===== config.mk =====
export PLATFORM = sky130hd
export DESIGN_NAME = rr_grant_arbiter
export DESIGN_NICKNAME = d
export VERILOG_FILES = /design/src/rtl/rr_grant_arbiter.sv
export SDC_FILE = /design/constraint.sdc
export NUM_CORES = 1
export LEC_CHECK = 0
export CELL_PAD_IN_SITES_DETAIL_PLACEMENT = 0
export CELL_PAD_IN_SITES_GLOBAL_PLACEMENT = 1
export CORE_MARGIN = 2
export CORE_UTILIZATION = 48
export DETAILED_ROUTE_END_ITERATION = 8
export PLACE_DENSITY_LB_ADDON = 0.1
export SYNTH_ARGS = -nofsm -noshare
export SYNTH_HDL_FRONTEND = slang
export SYNTH_SLANG_ARGS = --single-unit

===== constraint.sdc =====
create_clock -name clk -period 9.7 [get_ports clk]
set_input_delay 2.425 -clock clk [delete_from_list [all_inputs] [get_ports clk]]
set_output_delay 2.425 -clock clk [all_outputs]
set_load 0.1 [all_outputs]

===== src/rtl/rr_grant_arbiter.sv =====
// rr_grant_arbiter: round-robin arbiter with a registered one-hot grant,
// owner hold capped at MAX_HOLD cycles (0 = unlimited).
// Optional feature macro RR_ARB_ONEHOT_CHK_EN: sticky registered one-hot
// self-check on the grant register plus concurrent assertions. When the macro
// is undefined, onehot_err is tied low and no assertions are compiled.
module rr_grant_arbiter #(
  parameter int NUM_REQ  = 5,
  parameter int MAX_HOLD = 4
) (
  input  logic                       clk,
  input  logic                       rst_n,
  input  logic [NUM_REQ-1:0]         req,
  output logic [NUM_REQ-1:0]         gnt,
  output logic                       gnt_valid,
  output logic [$clog2(NUM_REQ)-1:0] gnt_idx,
  output logic                       onehot_err
);

  localparam int IW = $clog2(NUM_REQ);
  localparam int CW = ($clog2(MAX_HOLD + 1) > 0) ? $clog2(MAX_HOLD + 1) : 1;

  typedef enum logic {IDLE, GRANT} state_t;

  state_t            state_q, state_d;
  logic [NUM_REQ-1:0] gnt_q, gnt_d;
  logic [IW-1:0]     idx_q, idx_d;
  logic [IW-1:0]     ptr_q, ptr_d;
  logic [CW-1:0]     cnt_q, cnt_d;

  logic              win_found;
  logic [IW-1:0]     win_idx;
  logic [IW-1:0]     win_nxt;
  logic              owner_req;
  logic              others_req;
  logic              hold_expired;

  // Round-robin search starting at ptr_q; ptr_q always sits one past the
  // current owner, so the owner is the last candidate considered.
  always_comb begin
    win_found = 1'b0;
    win_idx   = '0;
    for (int i = 0; i < NUM_REQ; i++) begin
      if (!win_found && req[(int'(ptr_q) + i) % NUM_REQ]) begin
        win_found = 1'b1;
        win_idx   = IW'((int'(ptr_q) + i) % NUM_REQ);
      end
    end
  end

  assign win_nxt      = (int'(win_idx) == NUM_REQ - 1) ? '0 : win_idx + 1'b1;
  assign owner_req    = |(req & gnt_q);
  assign others_req   = |(req & ~gnt_q);
  assign hold_expired = (MAX_HOLD != 0) && (cnt_q == CW'(MAX_HOLD));

  // Next-state and next-grant logic; every path defaults to holding state.
  always_comb begin
    state_d = state_q;
    gnt_d   = gnt_q;
    idx_d   = idx_q;
    ptr_d   = ptr_q;
    cnt_d   = cnt_q;
    case (state_q)
      IDLE: begin
        if (win_found) begin
          state_d = GRANT;
          gnt_d   = '0;
          gnt_d[win_idx] = 1'b1;
          idx_d   = win_idx;
          ptr_d   = win_nxt;
          cnt_d   = CW'(1);
        end
      end
      GRANT: begin
        if (!owner_req || (hold_expired && others_req)) begin
          // Release or forced handover: re-arbitrate in the same edge.
          if (win_found) begin
            gnt_d   = '0;
            gnt_d[win_idx] = 1'b1;
            idx_d   = win_idx;
            ptr_d   = win_nxt;
            cnt_d   = CW'(1);
          end else begin
            state_d = IDLE;
            gnt_d   = '0;
            idx_d   = '0;
            cnt_d   = '0;
          end
        end else if (!hold_expired && (cnt_q != '1)) begin
          cnt_d = cnt_q + 1'b1;
        end
      end
      default: begin
        state_d = IDLE;
        gnt_d   = '0;
        idx_d   = '0;
        cnt_d   = '0;
      end
    endcase
  end

  // State, grant, pointer and hold counter registers.
  always_ff @(posedge clk or negedge rst_n) begin
    if (!rst_n) begin
      state_q <= IDLE;
      gnt_q   <= '0;
      idx_q   <= '0;
      ptr_q   <= '0;
      cnt_q   <= '0;
    end else begin
      state_q <= state_d;
      gnt_q   <= gnt_d;
      idx_q   <= idx_d;
      ptr_q   <= ptr_d;
      cnt_q   <= cnt_d;
    end
  end

  assign gnt       = gnt_q;
  assign gnt_valid = |gnt_q;
  assign gnt_idx   = idx_q;

`ifdef RR_ARB_ONEHOT_CHK_EN
  logic err_q;

  // Sticky flag: set one cycle after the grant register holds more than one bit.
  always_ff @(posedge clk or negedge rst_n) begin
    if (!rst_n) err_q <= 1'b0;
    else if ((gnt_q & (gnt_q - 1'b1)) != '0) err_q <= 1'b1;
  end

  assign onehot_err = err_q;

  a_gnt_onehot0: assert property (@(posedge clk) disable iff (!rst_n) $onehot0(gnt))
    else $error("rr_grant_arbiter: grant not one-hot: %b", gnt);

  a_gnt_valid: assert property (@(posedge clk) disable iff (!rst_n) gnt_valid == |gnt)
    else $error("rr_grant_arbiter: gnt_valid inconsistent with gnt");
`else
  assign onehot_err = 1'b0;
`endif

endmodule


# Word level (Yosys, flattened, before mapping)
# Cells that the tools add are included.
# word_totals
register_bits,15
input_bits,7
output_inout_bits,10
word_cells,99
# op_classes
add_sub_neg,6
div_mod_pow,5
n_lt_le_gt_ge,7
n_eq_ne,6
mux,47
bitwise,4
n_reduce_logical,19
# ops
operator,n
less-than comparator 32 x 5 -> 1 bit (second input constant),5
remainder unit 32 x 4 -> 32 bit (second input constant),4
2-to-1 mux 3 bit,14
remainder unit 4 x 4 -> 32 bit (second input constant),1
2-to-1 mux 1 bit,19
one-hot mux 3 bit (2 select lines),3
binary-select mux 1 bit (select 3 bit),5
2-to-1 mux 5 bit,3
OR reduction 5 bit,3
AND 5 bit,2
one-hot mux 5 bit (2 select lines),1
adder 3 x 2 -> 4 bit (second input constant),2
logical AND 1 bit,7
adder 3 x 1 -> 3 bit (second input constant),2
== test 3 bit (second input constant),2
logical NOT 1 bit,6
inverter 5 bit,1
adder 3 x 1 -> 4 bit (second input constant),1
adder 3 x 3 -> 4 bit (second input constant),1
less-than comparator 3 x 4 -> 1 bit (second input constant),1
AND reduction 2 bit,2
demux 1 bit (select 3 bit),1
>= comparator 3 x 1 -> 1 bit (second input constant),1
inequality test 3 x 1 -> 1 bit (second input constant),1
6 further kinds,6

# Longest topological paths before layout
# logic_depth
word_depth,24
ltp_mapped,27
depth_no_buf,22

# Worst setup path after synthesis
# OpenSTA, ideal clock, no wires.
# synth_path
path_type,reg-to-reg
startpoint,register ptr_q[0]
endpoint,register ptr_q[2]
setup_time_ns,0.082
arrival_ns,5.061
t_required_ns,9.618
path_slack_ns,4.557
stages_incl_launch_ff,25
path_buffers,5
synth_period_minus_slack_ns,5.143
path_cell_list,dfrtp_1 > buf_6 > clkbuf_1 > buf_2 > inv_1 > ha_1 > clkbuf_1 > inv_1 > ha_1 > nor3_1 > nor2_1 > xnor2_1 > inv_1 > ha_1 > nor2b_1 > o22a_1 > buf_6 > mux2_4 > a211oi_4 > nor3b_1 > or4b_1 > o211a_2 > ha_1 > a211o_1 > a31oi_1
# synth_between
elab_chain_len,22
word_cells_on_any_way,48
classes_between,add/sub (5); div (5); eq/ne (1); mux (29); reduce/logical (8)
# synth_rtl
item,line_no,source
start: declaration,27,"logic [IW-1:0] ptr_q, ptr_d;"
start signal: assignment,113,ptr_q <= ptr_d;
"parallel branches: the longest is 19 deep, another holds remainder unit 32 x 4 -> 32 bit",n/a,
2-to-1 mux 3 bit (*),"64, 76",
2-to-1 mux 3 bit,74,if (!owner_req || (hold_expired && others_req)) begin
one-hot mux 3 bit (2 select lines) (*),62,case (state_q)
# Every way passes the cells marked *. The select of a mux whose other input is x is not followed.
# A chain may end at the register's enable or synchronous reset.

# Worst setup path after layout
# layout_path
startpoint,register ptr_q[1]
endpoint,register ptr_q[0]
# The elaborated chain is that of the path after synthesis.

==> flow_metrics.py <==
metrics = {
    "setup_path": {
        "reg2reg_depth": 20,
        "worstPathArrival_ps": 5410,
        "regToRegSetupSlack_ps": 4400,
        "cp_top_family": "adder cells",
        "critPathBufInv": 4,
        "path_depth": 20,
        "cp.required_ps": 9810,
        "start_kind": "flop",
        "worstPathMaxFanout": 12,
        "cp-startpoint": "ptr_q[1]",
        "crit_type": "flop to flop",
        "regToRegStartpoint": "ptr_q[1]",
        "worstSetupEndpointType": "flop",
        "crit_chain": "inv_1, ha_1, inv_1, ha_1, nor3_1, nor2_1, xnor2_1, inv_1, ha_1, nor2b_1, o22a_1, mux2_4, a211oi_4, nor3b_1, or4b_1, o211a_2, inv_1, ha_1, a21boi_0, o22ai_1",
        "cpPeakStageDelay_ps": 640,
        "slowest_stage": "dfrtp_1",
    },
    "sta": {
        "finClkSkew_ps": 4.20,
        "rsz0062_at_grt": "false",
        "max_slew_margin_pct": 35.2,
        "min_period_ps": 5300,
        "tns_ps": 0,
        "post-route-period-util_pct": 54.6,
        "setup_violations": 0,
        "finalHoldViolCount": 0,
        "tightestPinTransition_ps": 969,
        "slew_viol_final": 0,
        "fmax_mhz": 189,
        "worst_slack_ps": 4400,
        "hold_slack_ps": 502,
    },
    "clock_network": {
        "post_cts_buffers": 0,
        "cts_inserted_buffers": 3,
        "insertion_delay_ps": 250,
        "cts_hold_buf": 0,
        "root_buffer": "clkbuf_8",
        "cts_max_level": 1,
        "cts_tree": "built",
        "cts.repair.resized": 0,
        "path_clk_slew_ps": 70,
        "clk_path_buf_depth": 2,
        "numClockSinks": 15,
    },
    "floorplanning": {
        "die_w_um": 73.8,
        "ios": 17,
        "core-area_sq_um": 4720,
        "num_rows": 25,
        "initial_core_util_pct": 49.5,
        "die_area_sq_um": 5450,
        "die_h_um": 73.8,
    },
    "synth": {
        "ys_ff_latch": 15,
        "synth.avg_cell_area_sq_um": 7.74,
        "yosysWarnings": 0,
        "syn-num-nets": 332,
        "synth-edff-count": 0,
        "netlist_area_sq_um": 2340,
        "synthCells": 302,
        "synth_cell_types": 64,
        "async_flop_share_pct": 100,
        "ys_seq_area_share_pct": 16.1,
        "ys.flop_type": "dfrtp_1",
    },
    "final_layout": {
        "final_cell_mix": "33 x nand2_1, 23 x o21ai_0, 23 x ha_1",
        "fillCellCount": 453,
        "final_common_cell": "nand2_1",
        "nNetsFinal": 337,
        "num_antenna_cells": 0,
        "drive_above_1_share_pct": 6.54,
        "area_growth_pct": 8.77,
        "layoutNonFillerInstCount": 373,
    },
    "routing": {
        "antenna_left": 0,
        "firstDrtPassIters": 4,
        "viasPerCell": 5.97,
        "drc": 0,
        "dr.first_iter.drc_count": 154,
        "totalWireLength_um": 5900,
        "routedWlPerCell_um": 15.8,
        "vias": 2228,
    },
    "outcome": {
        "status": "finished, final reports clean",
    },
    "worst_hold_path": {
        "hp-start": "gnt_idx[2]",
        "min_path_type": "flop to flop",
        "hold_depth": 2,
    },
    "placement": {
        "placed_cells": 369,
        "port_buffers": 15,
        "place_ws_ps": 4220,
        "hpwl_um": 4460,
        "gp_congestion": 0.834,
    },
    "grt": {
        "antenna_found_initial": 0,
        "grt_usage_pct": 23.1,
        "grt_max_degree": 33,
        "grt-ovfl-total": 0,
        "grt_pass1_vias": 2079,
        "grt_pass1_wl_um": 9980,
    },
    "run": {
        "cap_violations": 0,
    },
}
[worst paths after layout]
check,to
setup reg to reg,ptr_q[0]
min in group asynchronous,gnt[2]
max in group asynchronous,gnt_idx[0]
setup / recovery,ptr_q[0]
hold reg to reg,gnt_idx[2]
hold / removal,gnt_idx[2]
[flip-flops by register name, summed over array words and instances (netlist names)]
signal and count:
gnt 5, cnt_q 3, gnt_idx 3, ptr_q 3, state_q 1
[routing by layer]
metal	track usage (%)	share of wire, %	up-vias
met5	0	0	-
met3	1.37	3.4	6
met2	39.3	48	44
li1	-	-	1122
met1	31.7	47	1056
met4	6.26	1.3	0
[metrics by stage]
stage          area (sq um)  utilization, %
3_3_place_gp           2490            52.8
5_1_grt                2540            53.9
4_1_cts                2540            53.9
2_1_floorplan          2340               -
6_report               2540            53.9
3_5_place_dp           2490            52.8
[worst min-delay path: cells and delay by family, from the launching register on]
kind             cells  cell delay (ps)
AO/OA/AOI/OAI        1               70
flip-flops           1              350
AND/OR/NAND/NOR      1               50
[cell type report]
type | instances | area, sq um | share of cell area (%)
Tap cell | 67 | 83.8 | 3.30
Clock buffer | 3 | 41.3 | 1.62
Inverter | 22 | 82.6 | 3.25
Sequential cell | 15 | 375 | 14.8
Clock inverter | 1 | 7.51 | 0.295
Timing Repair Buffer | 16 | 158 | 6.20
Multi-Input combinational cell | 249 | 1800 | 70.6
[kinds of logic after synthesis]
family	count (synthesis)	share of synthesized area, %
AND/OR/NAND/NOR	97	21.5
flip-flops	15	16.1
multiplexers	15	6.85
XOR/XNOR	8	3.00
buffers and inverters	38	7.17
adder cells (fa/ha/maj)	23	12.3
other	1	0.160
AO/OA/AOI/OAI	105	33.0
[Yosys cell counts (all sizes together), types with 4 or more instances]
cell type  number  area [sq um]
a21o            8          60.1
nor3            7          35.0
a211oi          6          62.6
xnor2           6          52.6
o22a            4          35.0
clkbuf         10          37.5
inv            22          82.6
a211o           5          43.8
a31oi           4          31.3
nor2            7          26.3
buf             6          47.5
dfrtp          15           375
nand3          10          50.1
mux2            5          60.1
mux2i          10           100
and2            5          31.3
o21ai          24           120
ha             23           288
nand2          33           124
nand2b         12          75.1
o211ai          4          35.0
a21oi          16          80.1
Power is not shown: default switching activity piles up to over one toggle a cycle in this logic, so the estimate is an artifact.
